--- config.mk ---
export PLATFORM = sky130hd
export DESIGN_NAME = spi_slave_agent
export DESIGN_NICKNAME = d
export VERILOG_FILES = /design/src/rtl/spi_slave_agent.sv
export SDC_FILE = /design/constraint.sdc
export NUM_CORES = 1
export LEC_CHECK = 0
export CAP_MARGIN = 5
export CORE_UTILIZATION = 47
export CTS_CLUSTER_SIZE = 14
export DETAILED_ROUTE_END_ITERATION = 12
export PLACE_DENSITY = 0.72
export SYNTH_ARGS = -nofsm -noshare
export SYNTH_HDL_FRONTEND = slang
export SYNTH_SLANG_ARGS = --single-unit
--- constraint.sdc ---
create_clock -name pclk -period 1.3 [get_ports pclk]
set_input_delay 0.325 -clock pclk [delete_from_list [all_inputs] [get_ports pclk]]
set_output_delay 0.325 -clock pclk [all_outputs]
set_load 0.05 [all_outputs]
--- src/rtl/spi_slave_agent.sv ---
// SPI slave endpoint: oversamples sclk/cs_n/mosi in the pclk domain, shifts words
// in on mosi and out on miso, and offers a valid/ready word interface to local logic.
module spi_slave_agent #(
  parameter int DATA_WIDTH = 8,
  parameter bit CPOL       = 1'b0,
  parameter bit CPHA       = 1'b0,
  parameter bit MSB_FIRST  = 1'b1
) (
  input  logic                  pclk,
  input  logic                  areset,
  input  logic                  sclk,
  input  logic                  cs_n,
  input  logic                  mosi,
  output logic                  miso,
  output logic                  miso_oe,
  input  logic [DATA_WIDTH-1:0] tx_data,
  input  logic                  tx_valid,
  output logic                  tx_ready,
  output logic [DATA_WIDTH-1:0] rx_data,
  output logic                  rx_valid,
  output logic                  tx_underrun,
  output logic                  busy,
  output logic                  state_dbg
);

  localparam int CW = $clog2(DATA_WIDTH) + 1;
  localparam logic [CW-1:0] LAST = CW'(DATA_WIDTH - 1);

  typedef enum logic {IDLE = 1'b0, ACTIVE = 1'b1} state_t;

  state_t state_q, state_d;

  // [0],[1] synchronize, [2] is the previous value used for edge detection
  logic [2:0] sclk_sr, cs_sr, mosi_sr;

  logic [DATA_WIDTH-1:0] hold_data, tx_shift, rx_shift, tx_load, rx_next;
  logic                  hold_full, word_open, ur_pending;
  logic [CW-1:0]         cnt;

  logic sclk_rise, sclk_fall, lead_edge, trail_edge, sample_edge, shift_edge;
  logic cs_fall, cs_rise, enter, leave, in_word, word_start, ur_now, ur_defer;

  always_ff @(posedge pclk) begin
    if (areset) begin
      sclk_sr <= {3{CPOL}};
      cs_sr   <= 3'b111;
      mosi_sr <= 3'b000;
    end else begin
      sclk_sr <= {sclk_sr[1:0], sclk};
      cs_sr   <= {cs_sr[1:0], cs_n};
      mosi_sr <= {mosi_sr[1:0], mosi};
    end
  end

  assign sclk_rise   = sclk_sr[1] & ~sclk_sr[2];
  assign sclk_fall   = ~sclk_sr[1] & sclk_sr[2];
  assign cs_fall     = ~cs_sr[1] & cs_sr[2];
  assign cs_rise     = cs_sr[1] & ~cs_sr[2];
  assign lead_edge   = CPOL ? sclk_fall : sclk_rise;
  assign trail_edge  = CPOL ? sclk_rise : sclk_fall;
  assign sample_edge = CPHA ? trail_edge : lead_edge;
  assign shift_edge  = CPHA ? lead_edge : trail_edge;

  always_ff @(posedge pclk) begin
    if (areset) state_q <= IDLE;
    else        state_q <= state_d;
  end

  always_comb begin
    state_d    = state_q;
    enter      = 1'b0;
    leave      = 1'b0;
    in_word    = 1'b0;
    word_start = 1'b0;
    ur_now     = 1'b0;
    ur_defer   = 1'b0;
    case (state_q)
      IDLE:    if (cs_fall) state_d = ACTIVE;
      ACTIVE:  if (cs_rise) state_d = IDLE;
      default: state_d = IDLE;
    endcase
    enter   = (state_q == IDLE) && (state_d == ACTIVE);
    leave   = (state_q == ACTIVE) && (state_d == IDLE);
    in_word = (state_q == ACTIVE) && !leave;
    word_start = (enter && !CPHA) || (in_word && shift_edge && !word_open);
    // At a mid-frame CPHA=0 boundary the master may be ending the frame, so an
    // empty holding register is only reported once the word really samples a bit.
    ur_now   = word_start && !hold_full && (CPHA || enter);
    ur_defer = word_start && !hold_full && !CPHA && !enter;
  end

  assign tx_load = hold_full ? hold_data : '0;
  assign rx_next = MSB_FIRST ? {rx_shift[DATA_WIDTH-2:0], mosi_sr[2]}
                             : {mosi_sr[2], rx_shift[DATA_WIDTH-1:1]};

  // Handshake: tx_data is taken on a pclk edge where tx_valid && tx_ready;
  // tx_ready is high exactly while the holding register is empty.
  always_ff @(posedge pclk) begin
    if (areset) begin
      hold_data   <= '0;
      hold_full   <= 1'b0;
      tx_shift    <= '0;
      rx_shift    <= '0;
      cnt         <= '0;
      word_open   <= 1'b0;
      ur_pending  <= 1'b0;
      miso        <= 1'b0;
      miso_oe     <= 1'b0;
      rx_data     <= '0;
      rx_valid    <= 1'b0;
      tx_underrun <= 1'b0;
    end else begin
      rx_valid    <= 1'b0;
      tx_underrun <= ur_now || (in_word && sample_edge && ur_pending);
      miso_oe     <= (state_d == ACTIVE);

      if (tx_valid && !hold_full) begin
        hold_data <= tx_data;
        hold_full <= 1'b1;
      end else if (word_start && hold_full) begin
        hold_full <= 1'b0;
      end

      if (leave) begin
        cnt        <= '0;
        word_open  <= 1'b0;
        ur_pending <= 1'b0;
        miso       <= 1'b0;
      end else begin
        if (word_start) begin
          tx_shift   <= tx_load;
          miso       <= MSB_FIRST ? tx_load[DATA_WIDTH-1] : tx_load[0];
          word_open  <= 1'b1;
          ur_pending <= ur_defer;
        end else if (in_word && shift_edge) begin
          tx_shift <= MSB_FIRST ? (tx_shift << 1) : (tx_shift >> 1);
          miso     <= MSB_FIRST ? tx_shift[DATA_WIDTH-2] : tx_shift[1];
        end

        if (in_word && sample_edge) begin
          rx_shift   <= rx_next;
          ur_pending <= 1'b0;
          if (cnt == LAST) begin
            cnt       <= '0;
            word_open <= 1'b0;
            rx_data   <= rx_next;
            rx_valid  <= 1'b1;
          end else begin
            cnt <= cnt + CW'(1);
          end
        end
      end
    end
  end

  assign tx_ready  = ~hold_full;
  assign busy      = (state_q == ACTIVE) && ((cnt != '0) || (!CPHA && word_open));
  assign state_dbg = (state_q == ACTIVE);

endmodule

## Word level (Yosys, flattened, before mapping)

Index checks and enable logic that the tools add are counted.
W data, S select, Z words.

- Multiplexer cells: 15
- Bitwise operators: 13
- Reductions and logical operators: 29
- Equality and inequality tests: 1
- Add/subtract/negate cells: 1

Operators with widths:

| kind | count |
|---|---|
| $mux W7 | 2 |
| $logic_and A1 B1 Y1 | 13 |
| $mux W1 | 10 |
| $not A1 Y1 | 9 |
| $mux W8 | 1 |
| $reduce_or A3 Y1 | 2 |
| $add A4 B1 Y4 const B | 1 |
| $and A1 B1 Y1 | 4 |
| $eq A4 B3 Y1 const B | 1 |
| $logic_not A1 Y1 | 4 |
| $mux W4 | 1 |
| $reduce_and A2 Y1 | 2 |
| $reduce_bool A2 Y1 | 2 |
| $reduce_bool A4 Y1 | 1 |
| $logic_or A1 B1 Y1 | 3 |
| $reduce_and A3 Y1 | 1 |
| $pmux W1 S2 | 1 |
| $reduce_or A2 Y1 | 1 |

- Flip-flop bits (word level): 50
- Input port bits: 14
- Output and inout port bits: 15

## Logic depth before layout (Yosys ltp)

- Word-level depth: 14
- Mapped depth: 6
- Mapped depth without buffers: 5

## Least setup slack after synthesis

No wires, ideal clock.

- Kind: reg-to-output
- Start: reg miso_oe (netlist name)
- End: out busy
- Data arrival time: 1.607 ns
- Stages on the path, launching flop included: 3
- Buffers on the path: 1
- Data required time: 0.975 ns
- Path slack: -0.632 ns
- Path through: dfxtp_1 buf_2 o41a_1

RTL lines:

| what | RTL line | RTL |
|---|---|---|
| to (decl) | 22 | `output logic busy,` |

## Worst setup path in the final report

- Start: reg cnt[1]
- End: out busy

- Longest elaborated chain between the ends: 3

Ends and longest elaborated chain:

| what | RTL line | RTL |
|---|---|---|
| from (decl) | 38 | `logic [CW-1:0] cnt;` |
| from (signal assigned) | 149 | `cnt <= cnt + CW'(1);` |
| $reduce_bool A4 Y1 | 157 | `assign busy = (state_q == ACTIVE) && ((cnt != '0) \|\| (!CPHA && word_open));` |
| $logic_or A1 B1 Y1 | 157 |  |
| $logic_and A1 B1 Y1 | 157 |  |

Every way passes these cells.

==> results.ini <==
[worst_setup_path]
cp-start-kind=flop
crit_path_end_kind=output port
cp.required_ns=0.98
crit_type=flop to output port
cp_max_fo=2
arrival_ns=1.35

[power]
power.share.clock_pct=31.5
comb_power_share_pct=12.3
p_total_mw=2.862
p_leak_nw=1.257
power.switching_uw=683.1
internal-power_mw=2.179
vdd_drop_max_v=0.0007418
power.density_mw_per_mm2=966.7
swShare_pct=23.87
power_frac_seq_pct=56.2

[clock_network]
clockBufferDepth=2
holdBufCountCts=0
clock_latency_ns=0.29
cts_made_buffers=5
clkTransAtPathRegs_ns=0.08
tritoncts=yes
cts.sinks=50
htreeDepth=2
cts-root-buf=clkbuf_8

[place]
portBuffers=28
gp_congestion=0.7771
post-place-ws_ns=-0.1952
placed_area_mm2=0.002594
dp_hpwl_um=2598

[global_route]
track_usage_pct=21.27
antenna_found_initial=0
grt_remaining_overflow=0
grt_pass1_wl_um=7003
grt_pass1_vias=1549
grt_max_degree=15

[route]
drt-met1-wl_um=1878
drt_iter0_markers=55
num_vias=1624
drc=0
drtPass1Iterations=4
route.met3.wl_um=124
routed_wl_um=4334
routed_via_density=5.139
ant_nets=0
wire_per_inst_um=13.72
wl_met2_um=2264
dr.max_layer_used=met4

[timing]
rsz0062_at_grt=true
tns_ns=-4.039
finClkSkew_ns=0.004804
hold_viol=0
min_period_over_period_pct=129.0
fin_ws_ns=-0.3770
relSlewSlack_pct=78.24
max_slew.worst_pin.slew_ns=0.3263
fmax_mhz=596.3
fin_crit_ns=1.677
slew_viol_final=0
setup_viol=24

[final_layout]
final_util_pct=74.01
seq_area_mm2=0.001018
multi_input_area_mm2=0.001025
area_growth_pct=50.41
insertedDiodeCount=0
nFillCells=278
nets=281
drive_gt1_share_pct=36.09
final_area_mm2=0.002960

[status]
violations=setup timing
outcome=finished, violations left

[die]
dieArea_mm2=0.004450
fp.dieH_um=66.71
die_width_um=66.71
coreArea_mm2=0.004000
rows=23
io_pins=29
start_util_pct=49.20

[synth]
synth_top_area_cell=dfxtp_1
synth_area_leaders=dfxtp_1 51%, mux2i_1 8.1%, nor2_1 5.9%, nand2_1 5.3%, a21oi_1 3.3%
syn_inst=208
syn_avg_cell_area_um2=9.462
async_flop_share_pct=0
synth.distinct_cells=35
synth-edff-count=0
synth_area_mm2=0.001968
ys_top_cells_by_count=50 x dfxtp_1, 31 x nor2_1, 28 x nand2_1
postSynthNetCount=224
ys_warn_count=0
ys_ff_latch=50
ys_seq_area_share_pct=50.86
yosysMostFrequentCell=dfxtp_1
synth_flop_cell=dfxtp_1
synth_top_area_share_pct=50.86

[flow_run]
max_cap_violations=0

[min_path]
hp-class=flop to flop

## routing by layer
layer	track usage, %	vias to the layer above
met5	0	-
met4	9.309	0
met3	5.137	6
met2	36.36	30
met1	24.97	765
li1	-	823
## stage by stage
stage / hold WS [ns] / cells
after floorplan: 0.3894 / 208
after global placement: 0.3980 / 296
after detailed placement: 0.4033 / 296
after CTS: 0.4283 / 315
after global routing: 0.4386 / 316
final: 0.4224 / 316
## critical path: stages (launching register included)
cell and delay (ns):
dfxtp_2 0.34, inv_2 0.07, ha_4 0.13, inv_2 0.03, o41a_4 0.35, buf_8 0.16
## worst paths after layout
check / startpoint / endpoint / slack, ns / depth (start not counted)
setup reg to reg: cnt[1] / rx_data[7] / -0.35 / 9
hold / removal: cs_sr[0] / cs_sr[1] / 0.42 / 1
hold reg to reg: cs_sr[0] / cs_sr[1] / 0.42 / 1
setup / recovery: cnt[1] / busy / -0.38 / 5
## layout make-up
cell class | instances | area share, %
clock inverter | 1 | 0.1691
inverter | 6 | 0.7608
tap | 50 | 2.113
timing repair buffer | 62 | 25.02
sequential | 50 | 34.40
multi-input combinational | 140 | 34.62
clock buffer | 7 | 2.916
## power groups by stage
stage	Combinational, mW	Sequential (mW)	Clock [mW]
floorplan	0.161	1.65	0
global placement	0.298	1.64	0
detailed placement	0.301	1.64	0
CTS	0.327	1.61	0.930
global route	0.380	1.61	0.997
finish	0.352	1.61	0.902
## cells by family (layout without fill, tap and decap cells)
kind of cell	count (synthesis)	in the layout	synth area share, %
xor gates and xnor gates	2	2	0.8902
buffers and inverters	19	76	4.831
adders and majority gates	2	2	1.271
and+or+nand+nor	90	90	22.57
AOI/OAI and AO/OA	29	30	11.44
DFF	50	50	50.86
muxes	16	16	8.137
## state kept, by name, indices dropped and copies added, names as in the netlist, 3 cells and up
signal / flops
hold_data: 8
cnt: 4
mosi_sr: 3
rx_data: 8
rx_shift: 7
tx_shift: 7
cs_sr: 3
sclk_sr: 3
## cell usage in the layout, fill, tap and decap left out, types with 5 or more instances in the layout
master / instances
buf_4: 24
a21oi_1: 11
clkdlybuf4s50_1: 13
nand2_1: 24
mux2i_1: 16
buf_6: 8
buf_12: 15
clkbuf_8: 6
dfxtp_2: 5
nand3_1: 8
dfxtp_1: 42
nor2_1: 30
nor2b_1: 7
## repair_timing
item,4_1_cts,5_1_grt
setup buffers,10,2
endpoints found under the setup margin,21,30
gates cloned,2,0
resized for setup,20,25
pin swaps,17,16
(Power assumes the default switching activity.)
